`src/rtl/hsst_tx_framer.sv`:
```
// hsst_tx_framer
//   Read side of hsst_fifo. Pulls 16-bit video words out of the FIFO and wraps
//   each group of PKT_WORDS words in a packet for one HSST TX lane:
//     SOP {seq,K27.7} | PKT_WORDS payload | checksum | EOP K29.7 | IDLE_GAP idles
//   The FIFO read port has a 1-cycle read latency. The payload word that
//   returns is registered once more onto txdata, so a read issued in cycle t
//   appears on txdata in cycle t+2.
//   A payload slot with no returning word carries a K28.5 idle (fill). Fill
//   does not advance the payload, so word order is preserved across stalls.
//
//   Legal parameter ranges: PKT_WORDS 2..1024, IDLE_GAP 1..255.

module hsst_tx_framer #(
   parameter int PKT_WORDS = 256,
   parameter int IDLE_GAP  = 4
) (
   input  logic        clk,
   input  logic        rst,
   input  logic        link_ready,
   output logic        fifo_rd_en,
   input  logic [15:0] fifo_rd_data,
   input  logic        fifo_rd_empty,
   input  logic        fifo_almost_empty,
   output logic [15:0] txdata,
   output logic [1:0]  txcharisk,
   output logic        pkt_busy,
   output logic [15:0] pkt_cnt,
   output logic [15:0] underrun_cnt
);

   // Link control words. Byte 0 ([7:0]) goes out first; charisk bit0 flags it.
   localparam logic [15:0] IDLE_WORD = 16'h50BC;   // K28.5, D16.2
   localparam logic [7:0]  SOP_CHAR  = 8'hFB;      // K27.7
   localparam logic [15:0] EOP_WORD  = 16'h00FD;   // K29.7, D0.0
   localparam logic [1:0]  K_LOW     = 2'b01;
   localparam logic [1:0]  K_NONE    = 2'b00;

   localparam logic [10:0] PKT_LEN   = 11'(PKT_WORDS);
   localparam logic [10:0] PKT_LAST  = 11'(PKT_WORDS - 1);
   localparam logic [7:0]  GAP_LAST  = 8'(IDLE_GAP - 1);

   // Each state decides the word that appears on txdata one cycle later.
   typedef enum logic [2:0] {
      S_IDLE,
      S_SOP,
      S_PAYLOAD,
      S_CSUM,
      S_EOP,
      S_GAP
   } state_t;

   state_t      state_q,        state_d;
   logic [10:0] issued_q,       issued_d;      // reads issued this packet
   logic [10:0] delivered_q,    delivered_d;   // payload words placed on txdata
   logic        rd_vld_q,       rd_vld_d;      // fifo_rd_data holds a requested word
   logic [15:0] csum_q,         csum_d;
   logic [7:0]  seq_q,          seq_d;
   logic [7:0]  gap_q,          gap_d;
   logic [15:0] txdata_q,       txdata_d;
   logic [1:0]  txcharisk_q,    txcharisk_d;
   logic        pkt_busy_q,     pkt_busy_d;
   logic [15:0] pkt_cnt_q,      pkt_cnt_d;
   logic [15:0] underrun_cnt_q, underrun_cnt_d;

   logic        rd_window;
   logic        rd_en;

   // Read strobe: the enable window comes from registered state. It is gated
   // by the live empty flag because a strobe registered one cycle earlier
   // could not see a word that the previous read had just taken, and it would
   // then read an empty FIFO.
   always_comb begin
      rd_window = ((state_q == S_SOP) || (state_q == S_PAYLOAD)) && (issued_q < PKT_LEN);
      rd_en     = rd_window && !fifo_rd_empty;
   end

   // Next-state, packet bookkeeping and the next registered output word.
   always_comb begin
      // NOTE: every signal gets a default before the case so that no path
      // leaves one unassigned, which would infer a latch.
      state_d        = state_q;
      issued_d       = issued_q + {10'd0, rd_en};
      delivered_d    = delivered_q;
      rd_vld_d       = rd_en;
      csum_d         = csum_q;
      seq_d          = seq_q;
      gap_d          = gap_q;
      txdata_d       = IDLE_WORD;
      txcharisk_d    = K_LOW;
      pkt_busy_d     = 1'b0;
      pkt_cnt_d      = pkt_cnt_q;
      underrun_cnt_d = underrun_cnt_q;

      unique case (state_q)
         S_IDLE: begin
            issued_d    = '0;
            delivered_d = '0;
            if (link_ready && !fifo_almost_empty) begin
               state_d = S_SOP;
            end
         end

         // The first payload read may already go out in this cycle.
         S_SOP: begin
            txdata_d    = {seq_q, SOP_CHAR};
            txcharisk_d = K_LOW;
            pkt_busy_d  = 1'b1;
            csum_d      = '0;
            state_d     = S_PAYLOAD;
         end

         S_PAYLOAD: begin
            pkt_busy_d = 1'b1;
            if (rd_vld_q) begin
               txdata_d    = fifo_rd_data;
               txcharisk_d = K_NONE;
               csum_d      = csum_q + fifo_rd_data;
               delivered_d = delivered_q + 11'd1;
               if (delivered_q == PKT_LAST) begin
                  state_d = S_CSUM;
               end
            end else if (underrun_cnt_q != 16'hFFFF) begin
               // Fill slot: the idle comes from the defaults; only count it.
               underrun_cnt_d = underrun_cnt_q + 16'd1;
            end
         end

         S_CSUM: begin
            txdata_d    = csum_q;
            txcharisk_d = K_NONE;
            pkt_busy_d  = 1'b1;
            state_d     = S_EOP;
         end

         S_EOP: begin
            txdata_d    = EOP_WORD;
            txcharisk_d = K_LOW;
            pkt_busy_d  = 1'b1;
            pkt_cnt_d   = pkt_cnt_q + 16'd1;
            seq_d       = seq_q + 8'd1;
            gap_d       = '0;
            state_d     = S_GAP;
         end

         // Idles come from the defaults. S_IDLE then adds at least one more
         // idle before the next start decision.
         S_GAP: begin
            gap_d = gap_q + 8'd1;
            if (gap_q == GAP_LAST) begin
               state_d = S_IDLE;
            end
         end

         default: begin
            state_d = S_IDLE;
         end
      endcase
   end

   // State and output registers. Reset drops any read data still in flight.
   always_ff @(posedge clk) begin
      if (rst) begin
         state_q        <= S_IDLE;
         issued_q       <= '0;
         delivered_q    <= '0;
         rd_vld_q       <= 1'b0;
         csum_q         <= '0;
         seq_q          <= '0;
         gap_q          <= '0;
         txdata_q       <= IDLE_WORD;
         txcharisk_q    <= K_LOW;
         pkt_busy_q     <= 1'b0;
         pkt_cnt_q      <= '0;
         underrun_cnt_q <= '0;
      end else begin
         // NOTE: non-blocking assignments so that every flop samples the values
         // from before the edge, whatever order the statements are in.
         state_q        <= state_d;
         issued_q       <= issued_d;
         delivered_q    <= delivered_d;
         rd_vld_q       <= rd_vld_d;
         csum_q         <= csum_d;
         seq_q          <= seq_d;
         gap_q          <= gap_d;
         txdata_q       <= txdata_d;
         txcharisk_q    <= txcharisk_d;
         pkt_busy_q     <= pkt_busy_d;
         pkt_cnt_q      <= pkt_cnt_d;
         underrun_cnt_q <= underrun_cnt_d;
      end
   end

   assign fifo_rd_en   = rd_en;
   assign txdata       = txdata_q;
   assign txcharisk    = txcharisk_q;
   assign pkt_busy     = pkt_busy_q;
   assign pkt_cnt      = pkt_cnt_q;
   assign underrun_cnt = underrun_cnt_q;

endmodule

```
`config.mk`:
```
export PLATFORM = sky130hd
export DESIGN_NAME = hsst_tx_framer
export DESIGN_NICKNAME = d
export VERILOG_FILES = /design/src/rtl/hsst_tx_framer.sv
export SDC_FILE = /design/constraint.sdc
export NUM_CORES = 1
export LEC_CHECK = 0
export ABC_AREA = 1
export CAP_MARGIN = 10
export CORE_MARGIN = 4
export CORE_UTILIZATION = 51
export DETAILED_ROUTE_END_ITERATION = 6
export PLACE_DENSITY = 0.82
export SYNTH_ARGS = -nofsm -noshare
export SYNTH_HDL_FRONTEND = slang
export SYNTH_SLANG_ARGS = --single-unit
```
`constraint.sdc`:
```
create_clock -name clk -period 2.5 [get_ports clk]
set_clock_uncertainty 0.2 [all_clocks]
set_input_delay 0.625 -clock clk [delete_from_list [all_inputs] [get_ports clk]]
set_output_delay 0.625 -clock clk [all_outputs]
set_load 0.01 [all_outputs]
```
==> reports/metrics.yaml <==
outcome:
  status: "completed"
critical_path:
  crit_arrival_ns: 2.43
  crit_required_ns: 2.54
  worstPathMaxFanout: 4
  crit_type: "primary input to flip-flop"
  endpoint_kind: "flip-flop"
  startpoint_type: "primary input"
layout:
  num-nets-final: 983
  drive_gt1_frac: 0.0944
  syn2layout_area_growth_pct: 22.7
  design_area_sq_mm: 0.00712
  final_cells: 1083
  antenna_cells: 0
detailed_routing:
  drc_errors: 0
  vias: 5623
  via_per_inst: 5.19
  drt_wl_total_mm: 13.9
  drt_iter0_markers: 358
  wire_per_inst_um: 12.9
  detail-route-antenna-nets: 0
  firstDrtPassIters: 7
power_and_ir_drop:
  p_leak_nw: 2.88
  p_per_area_mw_per_mm2: 594
  ir_drop_mv: 0.473
synthesis:
  avgSynthCellArea_sq_um: 6.87
  ys_seq_area_frac: 0.373
  synth_top_family_by_area: "simple AND/OR/NAND/NOR gates"
  synth_adder_area_share: 0.0509
  synth_nets: 888
  synthXorXnorAreaFrac: 0.0196
  synth.top_cells.by_area: "dfxtp_1 (37%), nand2_1 (13%), inv_1 (7.6%)"
  synth_compound_gate_area_share: 0.135
  synth.distinct_cells: 43
  ys_ff_latch: 108
  synth_top_area_share: 0.373
  synth-simple-area-share: 0.322
  netlist_area_sq_mm: 0.00580
  yosys_warnings: 0
  synth_top_area_cell: "dfxtp_1"
  syn_inst: 844
  muxShareOfSynthArea: 0
global_routing:
  use_met2: 0.351
  grt_use_met3: 0.0433
  grt_pass1_wl_mm: 23.2
  grt_pass1_vias: 5201
  grt.total_usage: 0.214
  overflow: 0
  busiest_layer: "met2"
  grt_start_max_net_pins: 22
  antenna_found_initial: 0
  grt_use_met1: 0.292
clock_tree:
  cts_buffers: 9
  h-tree-depth: 3
  clk_pin_slew_ns: 0.07
  cts_tree: "done"
  clock-sinks: 108
  ctsHoldBuffers: 0
  clk_latency_ns: 0.35
  clockRootBuffer: "clkbuf_16"
  cts_setup_buffers: 0
  cts_buffer_depth: 2
floorplanning:
  rows: 38
  die_h_um: 115
  start_util: 0.528
  num_io_pins: 73
  die_width_um: 115
  dieArea_sq_mm: 0.0131
  core-area_sq_mm: 0.0110
timing:
  fmax_ghz: 0.419
  setup_slack_ns: 0.112
  finalMaxSlewViolations: 0
  fin_crit_sh: 0.955
  tns_ns: 0
  holdWs_ns: 0.274
  timing.final.crit_period_ns: 2.39
  setup_viol: 0
  hold_viol: 0
flow_run:
  max_cap_viol_count: 0
place:
  place.gp.congestion: 0.890
  placed_cell_area_sq_mm: 0.00683
  dp.cells: 1068
  hpwl_mm: 10.4
  portBuffers: 71
  place_ws_ns: -0.231
min_path:
  hp-class: "flip-flop to flip-flop"
## routing by layer
metal  part of all wire  up-vias
li1                   -     2943
met4             0.0070        0
met1               0.48     2510
met2               0.46      160
met5                  0        -
met3              0.061       10
## sequential cells by signal (all words and copies together) (netlist names)
| signal | flops |
|---|---|
| pkt_busy | 1 |
| state_q | 3 |
| txcharisk | 1 |
| pkt_cnt | 16 |
| issued_q | 11 |
| delivered_q | 11 |
| csum_q | 16 |
| seq_q | 8 |
| txdata | 16 |
| underrun_cnt | 16 |
| rd_vld_q | 1 |
| gap_q | 8 |
## final cells by class
type	instances	area (sq um)
Clock inverter	4	33.8
Fill cell	962	3870
Timing Repair Buffer	103	950
Sequential cell	108	2160
Inverter	126	473
Multi-Input combinational cell	591	3080
Tap cell	140	175
Clock buffer	11	243
## report_power, final
part / leakage [nW] / switching [mW] / internal, mW
Clock: 0.133 / 0.647 / 0.708
Sequential: 0.873 / 0.0651 / 1.82
Combinational: 1.88 / 0.600 / 0.392
Total: 2.88 / 1.31 / 2.91
## synthesized netlist by cell type
cell       number
nand4_1        13
o21ai_1         7
o211ai_1        5
xor2_1          8
o31ai_1         1
and3_1          2
buf_1           1
a221oi_1        4
a31oi_1         3
nor2_8          1
o21ai_0        38
o2111ai_1       3
nor2_2          3
nand3b_1        3
inv_1         117
a211oi_1        3
or2_2           3
a21oi_1        78
ha_1           22
fa_1            1
nand3_2         2
nor3_1         30
dfxtp_1       108
nor4_1          3
nand2_2         6
nand2_4         3
nand3_1        46
nor3_4          2
clkbuf_1        8
buf_4           3
buf_6           2
o211a_1         1
nand2_1       205
conb_1          1
o21bai_1        1
xnor2_1         5
nor3b_2         2
inv_2           9
nor3_2          1
nor2_1         78
buf_2           5
nor3b_1         2
nor2_4          5
## cell usage in the layout, fill, tap and decap left out, types with 4 or more instances in the layout
cell / Yosys / final
ha_1: 22 / 22
nor2_4: 5 / 5
nor2_2: 3 / 4
clkbuf_16: 0 / 9
a21oi_1: 78 / 78
nand3_2: 2 / 4
nand4_1: 13 / 13
inv_2: 9 / 9
xnor2_1: 5 / 5
clkdlybuf4s50_1: 0 / 70
nand2_2: 6 / 6
nand3_1: 46 / 44
inv_1: 117 / 117
buf_4: 3 / 32
o21ai_0: 38 / 38
nand2_1: 205 / 205
o211ai_1: 5 / 5
o21ai_1: 7 / 7
nor3_1: 30 / 29
xor2_1: 8 / 8
nor2_1: 78 / 77
dfxtp_1: 108 / 106
a221oi_1: 4 / 4
## critical path: stages
cell and delay [ns]:
clkdlybuf4s50_1 0.52, ha_1 0.20, inv_1 0.06, fa_1 0.35
inv_1 0.12, nand3_1 0.11, nand3_2 0.11, nand3_1 0.09
nand3_1 0.08, nand2_1 0.05, nand3_1 0.06, a21oi_1 0.06
## timing repair
action                                  in CTS  in global routing
endpoints found under the setup margin       1                  5
cloned                                       0                  0
resized for setup                            2                  3
## path summary, 6_finish.rpt
| kind | depth (start not counted) | startpoint | to | slack (ns) |
|---|---|---|---|---|
| worst max-delay path | 12 | fifo_rd_data[0] | csum_q[12]$_SDFFE_PP0P_ | 0.11 |
| worst min-delay path | 2 | pkt_cnt[7]$_SDFFE_PP0P_ | pkt_cnt[7]$_SDFFE_PP0P_ | 0.27 |
| worst max register to register | 14 | state_q[1]$_SDFFE_PP0P_ | issued_q[8]$_SDFF_PP0_ | 0.20 |
| worst min register to register | 2 | pkt_cnt[7]$_SDFFE_PP0P_ | pkt_cnt[7]$_SDFFE_PP0P_ | 0.27 |
## cell families (layout without fill, tap and decap cells)
logic type | Yosys count | count (layout)
AOI/OAI and AO/OA | 144 | 144
xor gates and xnor gates | 13 | 13
adders and majority gates | 23 | 23
buffers and inverters | 145 | 244
DFF | 108 | 108
other | 1 | 1
and+or+nand+nor | 410 | 410
## stage by stage
| stage | power [mW] | utilization |
|---|---|---|
| 4_1_cts | 4.24 | 0.647 |
| 2_1_floorplan | 2.51 | - |
| 3_5_place_dp | 2.90 | 0.622 |
| 5_1_grt | 4.42 | 0.648 |
| 3_3_place_gp | 2.88 | 0.622 |
| 6_report | 4.23 | 0.648 |
Power figures use the tool's default switching activity.
